==> config.mk <==
export PLATFORM = sky130hd
export DESIGN_NAME = control_sequencer
export DESIGN_NICKNAME = d
export VERILOG_FILES = /design/src/rtl/ctrl_pkg.sv /design/src/rtl/ctrl_decoder.sv /design/src/rtl/control_sequencer.sv
export SDC_FILE = /design/constraint.sdc
export NUM_CORES = 1
export LEC_CHECK = 0
export ABC_CLOCK_PERIOD_IN_PS = 5810
export CAP_MARGIN = 40
export CORE_AREA = 4 4 105 107
export CTS_CLUSTER_DIAMETER = 120
export DETAILED_ROUTE_END_ITERATION = 10
export DIE_AREA = 0 0 109 111
export GPL_TIMING_DRIVEN = 0
export SLEW_MARGIN = 0
export SYNTH_ARGS = -nofsm -noshare
export SYNTH_HDL_FRONTEND = slang
export SYNTH_SLANG_ARGS = --single-unit
==> constraint.sdc <==
create_clock -name clk -period 5.81 [get_ports clk]
set_input_delay 1.4525 -clock clk [delete_from_list [all_inputs] [get_ports clk]]
set_output_delay 1.4525 -clock clk [all_outputs]
set_load 0.005 [all_outputs]
==> src/rtl/ctrl_pkg.sv <==
// Shared encodings for the control sequencer: FSM states, opcode fields,
// decoded operation classes and ALU one-hot bit positions.
package ctrl_pkg;

    typedef enum logic [2:0] {
        S_IDLE     = 3'd0,
        S_FETCH    = 3'd1,
        S_DECODE   = 3'd2,
        S_MEM_WAIT = 3'd3,
        S_LITERAL  = 3'd4,
        S_HALT     = 3'd5,
        S_TRAP     = 3'd6
    } state_t;

    typedef enum logic [3:0] {
        OP_ILLEGAL = 4'd0,
        OP_ALU3    = 4'd1,
        OP_MOV     = 4'd2,
        OP_CMP     = 4'd3,
        OP_JMP     = 4'd4,
        OP_LDM     = 4'd5,
        OP_STM     = 4'd6,
        OP_NEG     = 4'd7,
        OP_LDL     = 4'd8,
        OP_GTF     = 4'd9,
        OP_STF     = 4'd10,
        OP_NOP     = 4'd11,
        OP_HALT    = 4'd12
    } op_t;

    localparam int ALU_W    = 9;
    localparam int ALU_PASS = 0;
    localparam int ALU_ADD  = 1;
    localparam int ALU_SUB  = 2;
    localparam int ALU_SHR  = 3;
    localparam int ALU_SHL  = 4;
    localparam int ALU_AND  = 5;
    localparam int ALU_OR   = 6;
    localparam int ALU_XOR  = 7;
    localparam int ALU_NEG  = 8;

    // Primary opcode field [15:12]
    localparam logic [3:0] OPC_ADD = 4'h1;
    localparam logic [3:0] OPC_SUB = 4'h2;
    localparam logic [3:0] OPC_AND = 4'h3;
    localparam logic [3:0] OPC_OR  = 4'h4;
    localparam logic [3:0] OPC_XOR = 4'h5;
    localparam logic [3:0] OPC_SHR = 4'h6;
    localparam logic [3:0] OPC_SHL = 4'h7;
    localparam logic [3:0] OPC_EXT = 4'hF;

    // Two-operand sub-opcode field [11:8]
    localparam logic [3:0] SUB_MOV = 4'h1;
    localparam logic [3:0] SUB_CMP = 4'h2;
    localparam logic [3:0] SUB_JMP = 4'h3;
    localparam logic [3:0] SUB_LDM = 4'h4;
    localparam logic [3:0] SUB_STM = 4'h5;
    localparam logic [3:0] SUB_NEG = 4'h6;

    // One-operand sub-opcode field [7:4]
    localparam logic [3:0] UNI_LDL = 4'h1;
    localparam logic [3:0] UNI_GTF = 4'h2;
    localparam logic [3:0] UNI_STF = 4'h3;

    localparam logic [15:0] INSTR_NOP  = 16'hFFFF;
    localparam logic [15:0] INSTR_HALT = 16'hFFF0;

    function automatic logic [ALU_W-1:0] alu_onehot(input int idx);
        return ALU_W'(1) << idx;
    endfunction

endpackage

==> src/rtl/ctrl_decoder.sv <==
// Purely combinational instruction classifier: maps a 16-bit instruction
// to an operation class and, for ALU-using operations, a one-hot alu_op.
module ctrl_decoder
    import ctrl_pkg::*;
(
    input  logic [15:0]      i_instr,
    output op_t              o_op,
    output logic [ALU_W-1:0] o_alu
);

    always_comb begin
        o_op  = OP_ILLEGAL;
        o_alu = '0;
        case (i_instr[15:12])
            OPC_ADD: begin o_op = OP_ALU3; o_alu = alu_onehot(ALU_ADD); end
            OPC_SUB: begin o_op = OP_ALU3; o_alu = alu_onehot(ALU_SUB); end
            OPC_AND: begin o_op = OP_ALU3; o_alu = alu_onehot(ALU_AND); end
            OPC_OR:  begin o_op = OP_ALU3; o_alu = alu_onehot(ALU_OR);  end
            OPC_XOR: begin o_op = OP_ALU3; o_alu = alu_onehot(ALU_XOR); end
            OPC_SHR: begin o_op = OP_ALU3; o_alu = alu_onehot(ALU_SHR); end
            OPC_SHL: begin o_op = OP_ALU3; o_alu = alu_onehot(ALU_SHL); end
            OPC_EXT: begin
                // Exact 0-op encodings take priority over the FF-prefixed 1-op space
                if (i_instr == INSTR_NOP) begin
                    o_op = OP_NOP;
                end else if (i_instr == INSTR_HALT) begin
                    o_op = OP_HALT;
                end else if (i_instr[11:8] == 4'hF) begin
                    case (i_instr[7:4])
                        UNI_LDL: o_op = OP_LDL;
                        UNI_GTF: o_op = OP_GTF;
                        UNI_STF: o_op = OP_STF;
                        default: o_op = OP_ILLEGAL;
                    endcase
                end else begin
                    case (i_instr[11:8])
                        SUB_MOV: begin o_op = OP_MOV; o_alu = alu_onehot(ALU_PASS); end
                        SUB_CMP: o_op = OP_CMP;
                        SUB_JMP: o_op = OP_JMP;
                        SUB_LDM: o_op = OP_LDM;
                        SUB_STM: o_op = OP_STM;
                        SUB_NEG: begin o_op = OP_NEG; o_alu = alu_onehot(ALU_NEG); end
                        default: o_op = OP_ILLEGAL;
                    endcase
                end
            end
            default: o_op = OP_ILLEGAL;
        endcase
    end

endmodule

==> src/rtl/control_sequencer.sv <==
// Multi-cycle control sequencer: fetch/decode FSM driving register file,
// ALU, compare unit and memory handshake. Define CTRL_TRAP_EN to trap on illegal opcodes.
module control_sequencer
    import ctrl_pkg::*;
#(
    parameter int          DATA_W      = 16,
    parameter int          MEM_TIMEOUT = 15,
    parameter logic [15:0] TRAP_VECTOR = 16'h0000
) (
    input  logic              clk,
    input  logic              rst,
    input  logic              run,
    input  logic [DATA_W-1:0] i_bus,
    input  logic [DATA_W-1:0] flags,
    output logic [DATA_W-1:0] d_bus,
    output logic              d_oe,
    output logic              mem_read,
    output logic              mem_write,
    input  logic              mem_ready,
    output logic              pc_increment,
    output logic              pc_load,
    output logic              cmp_load,
    output logic              cmp_compare,
    output logic [ALU_W-1:0]  alu_op,
    output logic              reg1_read,
    output logic              reg2_read,
    output logic              reg3_write,
    output logic [3:0]        reg1_addr,
    output logic [3:0]        reg2_addr,
    output logic [3:0]        reg3_addr,
    output logic              halted,
    output logic              bus_err,
    output logic              trap
);

    localparam logic [7:0] LP_WAIT_LAST = 8'(MEM_TIMEOUT - 1);

    state_t           r_state;
    state_t           w_next;
    logic [15:0]      r_ir;
    logic [7:0]       r_wait;
    logic             r_bus_err;
    logic [3:0]       r_reg1_addr, r_reg2_addr, r_reg3_addr;
    op_t              w_op;
    logic [ALU_W-1:0] w_alu;
    logic [3:0]       w_a1, w_a2, w_a3;
    logic             w_is_ldm;
    logic             w_timeout;

    ctrl_decoder u_decoder (
        .i_instr (r_ir),
        .o_op    (w_op),
        .o_alu   (w_alu)
    );

    // Operand fields shift right as the opcode space narrows (3-op, 2-op, 1-op)
    assign w_a1 = (r_ir[15:8] == 8'hFF)     ? r_ir[3:0] :
                  (r_ir[15:12] == OPC_EXT)  ? r_ir[7:4] : r_ir[11:8];
    assign w_a2 = (r_ir[15:12] == OPC_EXT)  ? r_ir[3:0] : r_ir[7:4];
    assign w_a3 = r_ir[3:0];

    assign w_is_ldm  = (r_ir[11:8] == SUB_LDM);
    assign w_timeout = (r_state == S_MEM_WAIT) && !mem_ready && (r_wait == LP_WAIT_LAST);
    assign bus_err   = r_bus_err;

    always_ff @(posedge clk or posedge rst) begin
        if (rst) begin
            r_state     <= S_IDLE;
            r_ir        <= '0;
            r_wait      <= '0;
            r_bus_err   <= 1'b0;
            r_reg1_addr <= '0;
            r_reg2_addr <= '0;
            r_reg3_addr <= '0;
        end else begin
            r_state <= w_next;
            if (r_state == S_FETCH) r_ir <= i_bus[15:0];
            // Counter idles at zero so it is already clear on every MEM_WAIT entry
            if (r_state == S_MEM_WAIT) r_wait <= r_wait + 8'd1;
            else                       r_wait <= '0;
            if (w_timeout) r_bus_err <= 1'b1;
            r_reg1_addr <= reg1_addr;
            r_reg2_addr <= reg2_addr;
            r_reg3_addr <= reg3_addr;
        end
    end

    always_comb begin
        w_next       = r_state;
        d_bus        = '0;
        d_oe         = 1'b0;
        mem_read     = 1'b0;
        mem_write    = 1'b0;
        pc_increment = 1'b0;
        pc_load      = 1'b0;
        cmp_load     = 1'b0;
        cmp_compare  = 1'b0;
        alu_op       = '0;
        reg1_read    = 1'b0;
        reg2_read    = 1'b0;
        reg3_write   = 1'b0;
        reg1_addr    = r_reg1_addr;
        reg2_addr    = r_reg2_addr;
        reg3_addr    = r_reg3_addr;
        halted       = 1'b0;
        trap         = 1'b0;
        case (r_state)
            S_IDLE:  if (run) w_next = S_FETCH;
            S_FETCH: begin
                pc_increment = 1'b1;
                w_next       = S_DECODE;
            end
            S_DECODE: begin
                w_next = S_FETCH;
                case (w_op)
                    OP_ALU3: begin
                        reg1_addr = w_a1; reg2_addr = w_a2; reg3_addr = w_a3;
                        reg1_read = 1'b1; reg2_read = 1'b1; reg3_write = 1'b1;
                        alu_op    = w_alu;
                    end
                    OP_MOV, OP_NEG: begin
                        reg1_addr = w_a1; reg2_addr = w_a2; reg3_addr = w_a3;
                        reg1_read = 1'b1; reg3_write = 1'b1;
                        alu_op    = w_alu;
                    end
                    OP_CMP: begin
                        reg1_addr = w_a1; reg2_addr = w_a2; reg3_addr = w_a3;
                        reg1_read = 1'b1; reg2_read = 1'b1; cmp_compare = 1'b1;
                    end
                    OP_JMP: begin
                        reg1_addr = w_a1; reg2_addr = w_a2; reg3_addr = w_a3;
                        reg1_read = 1'b1; pc_load = 1'b1;
                    end
                    OP_LDM, OP_STM: begin
                        reg1_addr = w_a1; reg2_addr = w_a2; reg3_addr = w_a3;
                        reg1_read = 1'b1;
                        reg2_read = (w_op == OP_STM);
                        w_next    = S_MEM_WAIT;
                    end
                    OP_LDL: begin
                        reg3_addr    = w_a3;
                        pc_increment = 1'b1;
                        w_next       = S_LITERAL;
                    end
                    OP_GTF: begin
                        reg3_addr  = w_a3;
                        d_bus      = flags;
                        d_oe       = 1'b1;
                        reg3_write = 1'b1;
                    end
                    OP_STF: begin
                        reg1_addr = w_a1;
                        reg1_read = 1'b1;
                        cmp_load  = 1'b1;
                    end
                    OP_NOP:  w_next = S_FETCH;
                    OP_HALT: w_next = S_HALT;
                    default: begin
`ifdef CTRL_TRAP_EN
                        w_next = S_TRAP;
`else
                        w_next = S_HALT;
`endif
                    end
                endcase
            end
            S_MEM_WAIT: begin
                mem_read  = w_is_ldm;
                mem_write = !w_is_ldm;
                if (mem_ready) begin
                    reg3_write = w_is_ldm;
                    w_next     = S_FETCH;
                end else if (w_timeout) begin
                    w_next = S_HALT;
                end
            end
            S_LITERAL: begin
                d_bus      = i_bus;
                d_oe       = 1'b1;
                reg3_write = 1'b1;
                w_next     = S_FETCH;
            end
            S_HALT: begin
                halted = 1'b1;
                if (!run) w_next = S_IDLE;
            end
            S_TRAP: begin
`ifdef CTRL_TRAP_EN
                trap = 1'b1;
`endif
                d_bus   = DATA_W'(TRAP_VECTOR);
                d_oe    = 1'b1;
                pc_load = 1'b1;
                w_next  = S_FETCH;
            end
            default: w_next = S_IDLE;
        endcase
    end

endmodule

# --- After elaboration in Yosys (flattened, before gate mapping) ---
# Index checks and enable logic that the tools add are counted.
# W data, S select, Z words.
totals:
  elab_cells: 117
  register_bits: 40
op_classes:
  add_sub_neg: 1
  reduce_logical: 16
  n_mux: 51
  eq_ne: 42
op_table:
  columns: ["operator", "count"]
  rows:
  - ["$pmux W9 S8", 1]
  - ["$mux W4", 12]
  - ["$mux W9", 5]
  - ["$eq A4 B3 Y1 const B", 11]
  - ["$pmux W3 S6", 2]
  - ["$eq A16 B16 Y1 const B", 2]
  - ["$eq A4 B2 Y1 const B", 8]
  - ["$pmux W16 S2", 1]
  - ["$eq A4 B4 Y1 const B", 6]
  - ["$pmux W9 S2", 1]
  - ["$eq A4 B1 Y1 const B", 4]
  - ["$mux W16", 1]
  - ["$reduce_or A8 Y1", 2]
  - ["$mux W1", 15]
  - ["$reduce_or A7 Y1", 2]
  - ["$mux W3", 4]
  - ["$pmux W4 S3", 1]
  - ["$eq A3 B3 Y1 const B", 3]
  - ["$pmux W3 S3", 1]
  - ["$reduce_or A9 Y1", 1]
  - ["$add A8 B1 Y8 const B", 1]
  - ["$eq A8 B4 Y1 const B", 1]
  - ["$eq A8 B8 Y1 const B", 1]
  - ["$mux W8", 1]
  - ["other kinds (14)", 23]

# --- Depth between registers and ports, before layout ---
depth:
  word_depth: 10
  mapped_depth: 10
  mapped_depth_nobuf: 6

# --- Modules after synthesis ---
# A second synthesis with hierarchy kept.
hier_totals:
  cells_unflattened: 249
  hier_area_um2: 2508.7
by_module_without_submodules:
  columns: ["mod", "area_per_inst_um2", "cells_each", "n_inst"]
  rows:
  - ["control_sequencer", 2223.4, 206, 1]
  - ["ctrl_decoder", 285.3, 43, 1]

# --- Worst setup path after synthesis ---
# Ideal clock, no wire load.
synth_timing:
  path_kind: "register to output"
  start: "register r_ir[0]"
  end: "output reg1_addr[0]"
  path_stages_with_launch: 7
  n_path_buf: 0
  t_arrival_ps: 2330
  path_slack_ps: 2028
  path_cell_list: "dfrtp_1 -> or4_4 -> or3_4 -> a22oi_2 -> nor2b_4 -> a211oi_4 -> mux2_4"
synth_between:
  elab_chain_len: 8
  elab_cells_between_ends: 17
  cone_classes: "eq/ne: 10; mux: 6; reduce/logical: 1"
synth_lines:
  columns: ["item", "line", "rtl"]
  rows:
  - ["start: declaration", "control_sequencer.sv:40", "logic [15:0] r_ir;"]
  - ["start signal: assignment", "control_sequencer.sv:77", "if (r_state == S_FETCH) r_ir <= i_bus[15:0];"]
  - ["$eq A16 B16 Y1", "ctrl_decoder.sv:26", "end else if (i_instr == INSTR_HALT) begin"]
  - ["$mux W4", "ctrl_decoder.sv:26", null]
  - ["$mux W4", "ctrl_decoder.sv:24", "if (i_instr == INSTR_NOP) begin"]
  - ["$pmux W4 S2", "ctrl_decoder.sv:14", "case (i_instr[15:12])"]
  - ["$eq A4 B3 Y1, or another cell as far along", "control_sequencer.sv:115", "case (w_op)"]
  - ["$reduce_or A8 Y1 (no line)", null, null]
  - ["$mux W4 *", "control_sequencer.sv:115", null]
  - ["$mux W4 *", "control_sequencer.sv:107", "case (r_state)"]
  - ["end: declaration", "control_sequencer.sv:28", "output logic [3:0] reg1_addr,"]
# Mark *: on every way between the ends. The rest lies on a longest branch, timed or not.

# --- Worst setup path after layout ---
layout_timing:
  start: "register r_state[2]"
  end: "output d_bus[1]"
layout_between:
  elab_chain_len: 2
  elab_cells_between_ends: 3
  cone_classes: "eq/ne: 2; mux: 1"
layout_lines:
  columns: ["item", "line", "rtl"]
  rows:
  - ["start: declaration", "control_sequencer.sv:38", "state_t r_state;"]
  - ["start signal: assignment", "control_sequencer.sv:76", "r_state <= w_next;"]
  - ["$eq A3 B3 Y1 or $eq A3 B2 Y1 (tied branches)", "control_sequencer.sv:107", null]
  - ["$pmux W16 S2 *", "control_sequencer.sv:107", null]
  - ["end: declaration", "control_sequencer.sv:15", "output logic [DATA_W-1:0] d_bus,"]
# Marked as above.

==> metrics.md <==
| Metric | Value |
|---|---|
| PostCTS Resize Cnt | `0` |
| Total of max-cap violations | `0` |
| LEAKAGE | `1.50 nW` |
| RR Startpoint | `r_ir[0]` |
| Final std cells w/o fill | `514` |
| Dpl cell area | `0.00370 mm^2` |
| Clk_lat worst skew | `300 ps` |
| Clk buf depth | `2` |
| Layout net count | `415` |
| Layout area overhead | `43.1%` |
| Main synth FF type | `dfrtp_1` |
| DR vias | `2499` |
| CP arrival | `3420 ps` |
| Fin Clk Skew | `7.46 ps` |
| Setup CP Type | `flop to primary output` |
| Setup bufs post-CTS | `0` |
| Vias in the first global route | `2635` |
| RSZ-0062 raised after global routing | `no` |
| Gr usage total | `13.2%` |
| Hold Path Class | `flop to flop` |
| Diodes inserted | `0` |
| Seq pwr share | `29.3%` |
| CTS tree | `built` |
| Worst endpoint required time | `4360 ps` |
| Reg clk slew, reported paths | `90 ps` |
| Status | `complete, no violations` |
| Mapped Nets | `322` |
| Mapped Cells | `284` |
| Die Height | `111 um` |
| Pint | `0.00101 W` |
| Commonest non-fill, non-tap cell in the layout | `clkdlybuf4s50_1` |
| Comb power frac | `58.9%` |
| Root Buffer | `clkbuf_8` |
| Routability-driven placement congestion ratio | `0.868` |
| Setup TNS Final | `0 ps` |
| Number of synthesized flops with an enable pin | `0` |
| Share of cells above drive strength 1 | `15.1%` |
| H-tree levels | `2` |
| Worst Setup SP | `r_state[2]` |
| R2R Setup Slk | `3160 ps` |
| Pwr Density | `444 mW/mm^2` |
| TritonCTS buffer count | `5` |
| Grt ovf | `0` |
| Slew Viols, Final | `0` |
| Fraction of registers with async set/reset | `100%` |
| Starting density of the core | `26.2%` |
| Number of port buffers | `84` |
| Tmin final | `4870 ps` |
| Hold Buf Count CTS | `0` |
| Final core utilization | `37.4%` |
| Critical Path Start Type | `flop` |
| Endpoints failing hold | `0` |
| Chip width | `109 um` |
| Maximum vdd drop | `0.154 mV` |
| Fin crit share | `83.8%` |
| CP Capture Type | `primary output` |
| Final setup vio count | `0` |
| Crit path max fanout | `10` |
| Post-synth cell types | `57` |
| First-pass GRT wire length | `12900 um` |
| Drt first-iter violations | `193` |
| First-pass DRT Iterations | `4` |
| Sw Ratio | `40.2%` |
| WL per Instance | `15.0 um` |
| Fmax achieved | `205 MHz` |
| Post-route cell area | `0.00379 mm^2` |
| Yosys Warn Count | `0` |
| Antenna violations before repair | `0` |
| Critical hold path startpoint | `r_wait[0]` |
| Via/cell ratio | `4.86` |
| Dpl hpwl | `6180 um` |
| P_sw | `0.000677 W` |
| Die ar. | `0.0121 mm^2` |
| Residual DRC | `0` |
| CORE AREA | `0.0101 mm^2` |
| Clock network power share | `11.9%` |
| Worst relative slew slack | `52.3%` |
| Largest net degree at the start of global routing | `22` |
| Routed Antenna Nets | `0` |
| Synth Area per Inst | `9.34 um^2` |
| #FFs+latches synth | `40` |
| Sequential-to-total area share from yosys stat | `37.8%` |
| Most frequent cells in the layout | `clkdlybuf4s50_1 (84), dfrtp_1 (40), nor2_1 (39), nand2_1 (27), a22oi_1 (16)` |
| Site row count | `37` |
| Post-Route WL | `7690 um` |
| Clock sink count | `40` |
| Synthesized area | `0.00265 mm^2` |
| I/O Pins | `86` |
| Worst-margin pin slew | `715 ps` |
| Dpl cells | `506` |
[worst paths after layout]
kind	endpoint	cells past startpoint
max	d_bus[1]	10
min	r_wait[0]	1
max reg2reg	r_reg1_addr[0]	6
min reg2reg	r_wait[0]	1
max in group asynchronous	r_ir[14]	3
min in group asynchronous	r_reg1_addr[3]	2
[worst max-delay path, stage by stage (launching register included)]
cell             delay [ps]
dfrtp_1                 360
clkbuf_1                200
nor3b_1                 310
nand2_1                 160
a2111oi_2               630
and2_1                  210
buf_2                   220
buf_2                   280
a22oi_1                 100
nor2_1                  120
clkdlybuf4s50_1         510
[state kept, by name, indices dropped and copies added (netlist names)]
| name | count |
|---|---|
| r_ir | 16 |
| r_wait | 8 |
| r_reg1_addr | 4 |
| r_reg2_addr | 4 |
| r_reg3_addr | 4 |
| r_state | 3 |
| bus_err | 1 |
[per-layer routing]
layer / up-vias / GRT usage, % / wire length, um
met5: - / 0 / 0
met4: 0 / 4.71 / 133
met3: 14 / 3.15 / 435
met2: 84 / 21.0 / 3590
met1: 1197 / 17.3 / 3530
li1: 1204 / - / -
[cell type report]
type | count | area (um^2)
fillers | 1055 | 6340
inverters | 6 | 22.5
well taps | 136 | 170
flip-flops and latches | 40 | 1000
repair buffers | 86 | 876
clock buffers | 6 | 82.6
clock inverters | 2 | 15.0
multi-input cells | 218 | 1540
plain buffers | 20 | 91.3
[cells by family after synthesis]
kind of cell / Yosys count / synth area share (%)
simple gates: 124 / 24.4
compound gates: 52 / 15.8
flops: 40 / 37.8
mux: 31 / 14.1
buf+inv: 26 / 4.29
xor+xnor: 8 / 2.64
fa+ha+maj: 2 / 0.944
other cells: 1 / 0.141
[synth_stat cells, drive strengths merged (2+ instances only)]
cell    instances  area (um^2)
dfrtp          40         1000
nor2b           8         57.6
and2            3         18.8
xnor2           4         35.0
a211oi          4         55.1
nor4bb          2         20.0
or3             3         23.8
a221o           2         20.0
a21oi           4         23.8
mux2           27          334
clkbuf          8         30.0
and3            2         12.5
o21ai           8         40.0
buf            12         61.3
nand4           4         25.0
nor2           39          146
o31ai           2         15.0
inv             6         22.5
nand2          27          101
nand3          10         50.1
mux2i           4         40.0
o221ai          2         17.5
ha              2         25.0
nand2b          3         18.8
or3b            3         26.3
xor2            4         35.0
nor3           13         76.3
and4            2         17.5
a21o            3         22.5
o22ai           2         12.5
a22oi          17          133
[power by group through the flow]
stage	clock, W	sequential, W	combinational [W]
2_1_floorplan	0	0.000462	0.000641
3_3_place_gp	0	0.000492	0.000976
3_5_place_dp	0	0.000496	0.00100
4_1_cts	0.000207	0.000491	0.00101
5_1_grt	0.000222	0.000511	0.00109
6_report	0.000200	0.000492	0.000991
[per-stage QoR]
| stage | power, W | setup slack [ps] | hold WS [ps] |
|---|---|---|---|
| global placement | 0.00147 | 1280 | 467 |
| floorplan | 0.00110 | 2030 | 447 |
| detailed placement | 0.00150 | 1260 | 475 |
| finish | 0.00168 | 942 | 480 |
| global route | 0.00182 | 623 | 511 |
| CTS | 0.00170 | 897 | 487 |
(Power assumes the default switching activity.)
